`config.mk`:
```
export PLATFORM = sky130hd
export DESIGN_NAME = fir_interp_poly
export DESIGN_NICKNAME = d
export VERILOG_FILES = /design/src/rtl/fir_interp_poly.sv
export SDC_FILE = /design/constraint.sdc
export NUM_CORES = 2
export LEC_CHECK = 0
export ABC_AREA = 0
export CORE_ASPECT_RATIO = 0.8
export CORE_MARGIN = 5
export CORE_UTILIZATION = 58
export CTS_BUF_LIST = sky130_fd_sc_hd__clkbuf_4 sky130_fd_sc_hd__clkbuf_8
export CTS_CLUSTER_SIZE = 28
export DETAILED_ROUTE_END_ITERATION = 8
export PLACE_DENSITY = 0.81
export SLEW_MARGIN = 10
export SYNTH_ARGS = -nofsm -noshare
export SYNTH_HDL_FRONTEND = slang
export SYNTH_SLANG_ARGS = --single-unit
```
`constraint.sdc`:
```
create_clock -name clk -period 28.8 [get_ports clk]
set_clock_uncertainty 0.05 [all_clocks]
set_input_delay 8.64 -clock clk [delete_from_list [all_inputs] [get_ports clk]]
set_output_delay 8.64 -clock clk [all_outputs]
set_load 0.02 [all_outputs]
```
`src/rtl/fir_interp_poly.sv`:
```
// Polyphase interpolating FIR (upsample by L) with ZOH / zero-stuff bypass modes,
// a one-entry input hold buffer, half-up rounding, saturation and a 3-stage output pipeline.
module fir_interp_poly #(
  parameter int DW     = 16,
  parameter int CW     = 16,
  parameter int L      = 10,
  parameter int PT     = 5,
  parameter int N_TAPS = 41,
  parameter int FRAC   = 15
) (
  input  logic                     clk,
  input  logic                     rst,
  input  logic                     cke,
  input  logic                     din_vld,
  output logic                     din_rdy,
  input  logic signed [DW-1:0]     din,
  input  logic [1:0]               mode,
  input  logic [N_TAPS*CW-1:0]     tap,
  input  logic                     clr_err,
  output logic signed [DW-1:0]     dout,
  output logic                     dout_vld,
  output logic                     underrun
);

  localparam int PW = (L > 1) ? $clog2(L) : 1;
  localparam int AW = DW + CW + $clog2(PT) + 1;

  localparam logic [1:0] MODE_ZOH = 2'd1;
  localparam logic [1:0] MODE_ZST = 2'd2;

  localparam logic signed [AW-1:0] HALF = AW'(1) << (FRAC - 1);
  localparam logic signed [AW-1:0] MAXV = {{(AW-DW+1){1'b0}}, {(DW-1){1'b1}}};
  localparam logic signed [AW-1:0] MINV = {{(AW-DW+1){1'b1}}, {(DW-1){1'b0}}};

  // input side state
  logic [PW-1:0]          r_ph;
  logic signed [DW-1:0]   r_sr [PT];
  logic signed [DW-1:0]   r_buf;
  logic                   r_buf_full;
  logic                   r_underrun;

  logic                   w_consume;
  logic                   w_starve;
  logic                   w_wr;
  logic signed [DW-1:0]   w_new;

  // stage 1
  logic                   r_v1;
  logic [1:0]             r_mode1;
  logic                   r_ph0_1;
  logic signed [DW-1:0]   r_sr0_1;
  logic signed [AW-1:0]   r_prod [PT];

  // stage 2 / 3
  logic                   r_v2;
  logic signed [AW-1:0]   r_acc;
  logic signed [DW-1:0]   r_dout;
  logic                   r_dvld;

  logic signed [CW-1:0]   w_ctab [PT][L];
  logic signed [CW-1:0]   w_coef [PT];
  logic signed [AW-1:0]   w_sr_x [PT];
  logic signed [AW-1:0]   w_cf_x [PT];
  logic signed [AW-1:0]   w_prod [PT];
  logic signed [AW-1:0]   w_sum;
  logic signed [AW-1:0]   w_zoh;
  logic signed [AW-1:0]   w_acc;
  logic signed [AW-1:0]   w_rnd;
  logic signed [AW-1:0]   w_shf;
  logic signed [DW-1:0]   w_y;

  assign din_rdy   = !r_buf_full;
  assign w_wr      = din_vld && !r_buf_full;
  assign w_consume = cke && (r_ph == PW'(L - 1));
  assign w_starve  = w_consume && !r_buf_full && !din_vld;

  // Sample entering the delay line: buffered entry first, else a same-cycle bypass, else zero.
  always_comb begin
    w_new = '0;
    if (r_buf_full) begin
      w_new = r_buf;
    end else if (din_vld) begin
      w_new = din;
    end
  end

  always_ff @(posedge clk) begin
    if (rst) begin
      r_ph       <= '0;
      r_buf      <= '0;
      r_buf_full <= 1'b0;
      r_underrun <= 1'b0;
      for (int k = 0; k < PT; k++) begin
        r_sr[k] <= '0;
      end
    end else begin
      if (cke) begin
        r_ph <= (r_ph == PW'(L - 1)) ? '0 : r_ph + PW'(1);
      end
      if (w_consume) begin
        for (int k = PT - 1; k > 0; k--) begin
          r_sr[k] <= r_sr[k-1];
        end
        r_sr[0] <= w_new;
      end
      if (w_consume) begin
        r_buf_full <= 1'b0;
      end else if (w_wr) begin
        r_buf      <= din;
        r_buf_full <= 1'b1;
      end
      if (w_starve) begin
        r_underrun <= 1'b1;
      end else if (clr_err) begin
        r_underrun <= 1'b0;
      end
    end
  end

  // Coefficient for delay-line slot gi at phase gj is tap[gj + gi*L]; unused indices read as 0.
  for (genvar gi = 0; gi < PT; gi++) begin : g_tap
    for (genvar gj = 0; gj < L; gj++) begin : g_ph
      if (gj + gi * L < N_TAPS) begin : g_used
        assign w_ctab[gi][gj] = tap[(gj + gi * L) * CW +: CW];
      end else begin : g_zero
        assign w_ctab[gi][gj] = '0;
      end
    end
    assign w_coef[gi] = w_ctab[gi][r_ph];
    assign w_sr_x[gi] = {{(AW-DW){r_sr[gi][DW-1]}}, r_sr[gi]};
    assign w_cf_x[gi] = {{(AW-CW){w_coef[gi][CW-1]}}, w_coef[gi]};
    assign w_prod[gi] = w_sr_x[gi] * w_cf_x[gi];
  end

  always_ff @(posedge clk) begin
    if (rst) begin
      r_v1    <= 1'b0;
      r_mode1 <= '0;
      r_ph0_1 <= 1'b0;
      r_sr0_1 <= '0;
      for (int k = 0; k < PT; k++) begin
        r_prod[k] <= '0;
      end
    end else begin
      r_v1 <= cke;
      if (cke) begin
        r_mode1 <= mode;
        r_ph0_1 <= (r_ph == '0);
        r_sr0_1 <= r_sr[0];
        for (int k = 0; k < PT; k++) begin
          r_prod[k] <= w_prod[k];
        end
      end
    end
  end

  always_comb begin
    w_sum = '0;
    for (int k = 0; k < PT; k++) begin
      w_sum = w_sum + r_prod[k];
    end
  end

  assign w_zoh = {{(AW-DW){r_sr0_1[DW-1]}}, r_sr0_1} <<< FRAC;

  always_comb begin
    w_acc = w_sum;
    case (r_mode1)
      MODE_ZOH: w_acc = w_zoh;
      MODE_ZST: w_acc = r_ph0_1 ? w_zoh : '0;
      default:  w_acc = w_sum;
    endcase
  end

  always_ff @(posedge clk) begin
    if (rst) begin
      r_v2  <= 1'b0;
      r_acc <= '0;
    end else begin
      r_v2 <= r_v1;
      if (r_v1) begin
        r_acc <= w_acc;
      end
    end
  end

  assign w_rnd = r_acc + HALF;
  assign w_shf = w_rnd >>> FRAC;

  always_comb begin
    w_y = w_shf[DW-1:0];
    if (w_shf > MAXV) begin
      w_y = MAXV[DW-1:0];
    end else if (w_shf < MINV) begin
      w_y = MINV[DW-1:0];
    end
  end

  always_ff @(posedge clk) begin
    if (rst) begin
      r_dout <= '0;
      r_dvld <= 1'b0;
    end else begin
      r_dvld <= r_v2;
      if (r_v2) begin
        r_dout <= w_y;
      end
    end
  end

  assign dout     = r_dout;
  assign dout_vld = r_dvld;
  assign underrun = r_underrun;

endmodule

```
==> results.rst <==
.. list-table::
   :header-rows: 1

   * - Metric
     - Value
   * - Run status
     - finished clean
   * - Number of enable-type register cells in the synthesized netlist
     - 240
   * - Share of final-layout standard cells stronger than drive strength 1
     - 0.0531
   * - Final Max Slew Viols
     - 0
   * - Flop and latch count out of synthesis
     - 322
   * - Root cell of the clock tree
     - sky130_fd_sc_hd__clkbuf_8
   * - Critical Path Start Type
     - input pin
   * - DRC violation total after the first TritonRoute iteration
     - 4630
   * - Period utilisation layout
     - 0.562
   * - Wire length of the first global-routing pass
     - 342 mm
   * - Total iterations of the first detailed-routing run
     - 6
   * - Boundary Pins
     - 698
   * - Worst Min Path Start
     - r_buf[3]
   * - CP endpoint kind
     - flip-flop
   * - Part of the Yosys area used for sequential elements
     - 0.128
   * - Crit-path max cell delay
     - 0.92 ns
   * - Critical Path RT
     - 29.16 ns
   * - Slowest CP cell
     - sky130_fd_sc_hd__o21ai_2
   * - Net count reported at finish
     - 10100
   * - Number of buffers created by CTS
     - 56
   * - Number of port buffers
     - 697
   * - Core footprint
     - 118000 um2
   * - Worst-Margin Slew
     - 1.25 ns
   * - Sequential cell area
     - 8860 um2
   * - Filler cell count
     - 9080
   * - Type of the worst setup path
     - input pin to flip-flop
   * - Initial Util
     - 0.582
   * - Top cell type's share of synthesized area
     - 0.409
   * - Overflow left after global routing
     - 0
   * - Number of distinct library cell variants in the gate-level netlist after synthesis
     - 77
   * - Post-CTS setup buffer count
     - 0
   * - Area of the die
     - 126000 um2
   * - Via count normalized by instance count
     - 5.82
   * - Top-count cell post-synth
     - sky130_fd_sc_hd__inv_1
   * - Antenna violations before repair
     - 18
   * - Max Cap Violations
     - 0
   * - Final Hold Viols
     - 0
   * - Minimum period implied by the final worst setup slack
     - 16.18 ns
   * - Die X
     - 395 um
   * - Number of global-route vias before repair
     - 57400
   * - Synthesized netlist cell count
     - 6992
   * - Final setup fails
     - 0
   * - List of most frequent post-synthesis cells
     - 1465 x sky130_fd_sc_hd__inv_1, 1407 x sky130_fd_sc_hd__fa_1, 699 x sky130_fd_sc_hd__nand2_1
   * - Synthesized area per cell
     - 9.85 um2
   * - Total number of vias
     - 53300
   * - Post-cts gate resize count
     - 0
   * - Synthesized cell area
     - 68900 um2
   * - Share of flip-flops with an asynchronous set or reset after synthesis
     - 0
   * - Critical path arrival
     - 16.54 ns
   * - Setup repair after global routing missed its margin
     - false
   * - Cell types with the largest area share after synthesis
     - sky130_fd_sc_hd__fa_1 41%, sky130_fd_sc_hd__edfxtp_1 10%, sky130_fd_sc_hd__ha_1 8.1%
   * - CP Buf/Inv Count
     - 6
   * - Post-detailed-route wirelength per cell
     - 24.1 um
   * - Warnings from Yosys
     - 0
   * - Gr usage total
     - 0.355
   * - Bufs on Longest Clock Path
     - 3
   * - Largest driver fanout on the critical path
     - 16
   * - Last weighted congestion value of the routability-driven placer
     - 0.999
   * - Upper clock frequency limit
     - 0.0618 GHz
   * - Maximum number of pins on one net before global-route repair
     - 135
   * - Detailed Place HPWL
     - 183 mm
   * - Worst path top cell family by delay
     - adder cells
   * - Max H-tree Level
     - 2
   * - Number of nets in the synthesized netlist
     - 9525
   * - Clock slew seen by the registers of the worst setup and hold paths
     - 0.06 ns
   * - Origin of the critical flop-to-flop path
     - r_ph[1]
   * - Multi-input gate area
     - 53400 um2
   * - Area growth from synthesis to layout
     - 14.3%
   * - Synth area leader
     - sky130_fd_sc_hd__fa_1
   * - Hold buffer count at cts
     - 0
   * - Antenna violation net count after detailed routing
     - 0
   * - Worst relative slew slack
     - 0.160
   * - Total number of placement rows
     - 113
   * - Detailed-route wire length
     - 220 mm
   * - Origin of the worst setup path
     - tap[377]
   * - Post-Route Hold Slack
     - 0.404 ns
   * - Clock Latency Late Sink
     - 0.75 ns
   * - Worst Hold Class
     - flip-flop to flip-flop
   * - Flip-flop cell with the highest count after synthesis
     - sky130_fd_sc_hd__edfxtp_1
   * - Final routed DRC violation total
     - 0
   * - Sinks on the clock net
     - 322
   * - Dominant cell type by count on the critical path
     - sky130_fd_sc_hd__fa_1
   * - TritonCTS clock tree
     - done
   * - Setup TNS after final layout
     - 0 ns
   * - Overall die height
     - 318 um
## worst min-delay path: cells and delay by family, from the launching register on
family | cells | cell delay [ns]
AOI/OAI and AO/OA | 1 | 0.05
and+or+nand+nor | 1 | 0.05
DFF | 1 | 0.31
## worst paths after layout
path	endpoint	slack (ns)	cells after the start
setup / recovery	r_prod[0][107]	12.62	25
hold / removal	r_buf[3]	0.40	2
setup reg to reg	r_prod[0][66]	18.95	26
hold reg to reg	r_buf[3]	0.40	2
## sequential cells by signal, summed over array words and instances (netlist names), 2 cells and up
signal	count
dout	16
r_mode1	2
r_prod	160
r_ph	4
r_acc	22
r_sr0_1	16
r_sr	80
r_buf	16
## metal layers
layer	GRT usage	wire length, um	share of wire
met5	0	27	0.00012
met4	0.203	15800	0.072
met3	0.0784	21900	0.099
met2	0.556	101000	0.46
met1	0.460	82100	0.37
## logic make-up after synthesis
group,count (synthesis),synth area share
flops,322,0.128
compound gates,639,0.0606
fa+ha+maj,1854,0.490
mux,214,0.0543
xor+xnor,197,0.0250
simple gates,1992,0.143
buf+inv,1774,0.0981
## cells in the final DEF, fill, tap and decap left out, types with 7 or more instances in the layout
master                            count
sky130_fd_sc_hd__nor2_1             311
sky130_fd_sc_hd__mux2i_1             86
sky130_fd_sc_hd__nand2_1            699
sky130_fd_sc_hd__a31o_2               7
sky130_fd_sc_hd__diode_2             14
sky130_fd_sc_hd__nor3_1              39
sky130_fd_sc_hd__o31ai_1              9
sky130_fd_sc_hd__o21ai_1             38
sky130_fd_sc_hd__dfxtp_1             78
sky130_fd_sc_hd__clkinv_2            14
sky130_fd_sc_hd__o21ai_0             95
sky130_fd_sc_hd__edfxtp_1           240
sky130_fd_sc_hd__fa_1              1407
sky130_fd_sc_hd__a21oi_1            165
sky130_fd_sc_hd__nand2b_1            20
sky130_fd_sc_hd__a21o_1              78
sky130_fd_sc_hd__or3_1               12
sky130_fd_sc_hd__a211oi_2             8
sky130_fd_sc_hd__a211oi_1            30
sky130_fd_sc_hd__clkdlybuf4s50_1    695
sky130_fd_sc_hd__xnor2_1            133
sky130_fd_sc_hd__inv_1             1464
sky130_fd_sc_hd__buf_4              106
sky130_fd_sc_hd__mux4_2             128
sky130_fd_sc_hd__or2_2               22
sky130_fd_sc_hd__nor2b_1             20
sky130_fd_sc_hd__nand4_1             18
sky130_fd_sc_hd__ha_1               447
sky130_fd_sc_hd__xor2_1              64
sky130_fd_sc_hd__clkbuf_8            59
sky130_fd_sc_hd__o21a_1              21
sky130_fd_sc_hd__and2_1             530
sky130_fd_sc_hd__and3_1             226
sky130_fd_sc_hd__nand3_1             54
sky130_fd_sc_hd__clkbuf_4            13
sky130_fd_sc_hd__clkinv_1             7
sky130_fd_sc_hd__a22oi_1             67
sky130_fd_sc_hd__o211ai_1            13
sky130_fd_sc_hd__o21bai_1            15
sky130_fd_sc_hd__a31oi_1             25
## stage by stage
step	area, um2	cells	setup WS (ns)	utilization
floorplan	68900	6992	13.41	-
global placement	77400	9037	11.94	0.654
detailed placement	77400	9037	11.87	0.654
CTS	78700	9142	12.58	0.665
global route	78700	9151	12.34	0.665
finish	78700	9156	12.62	0.665
## cell type report
type	instances	area share
clock inverters	33	0.00451
multi-input cells	4896	0.678
well taps	1552	0.0247
diodes	14	0.000445
clock buffers	72	0.0116
flip-flops and latches	322	0.113
inverters	1465	0.0699
repair buffers	802	0.0985
Power is left out: the tool's default activity adds up to more than one toggle a clock period on the data nets, which glitch-free logic cannot reach.
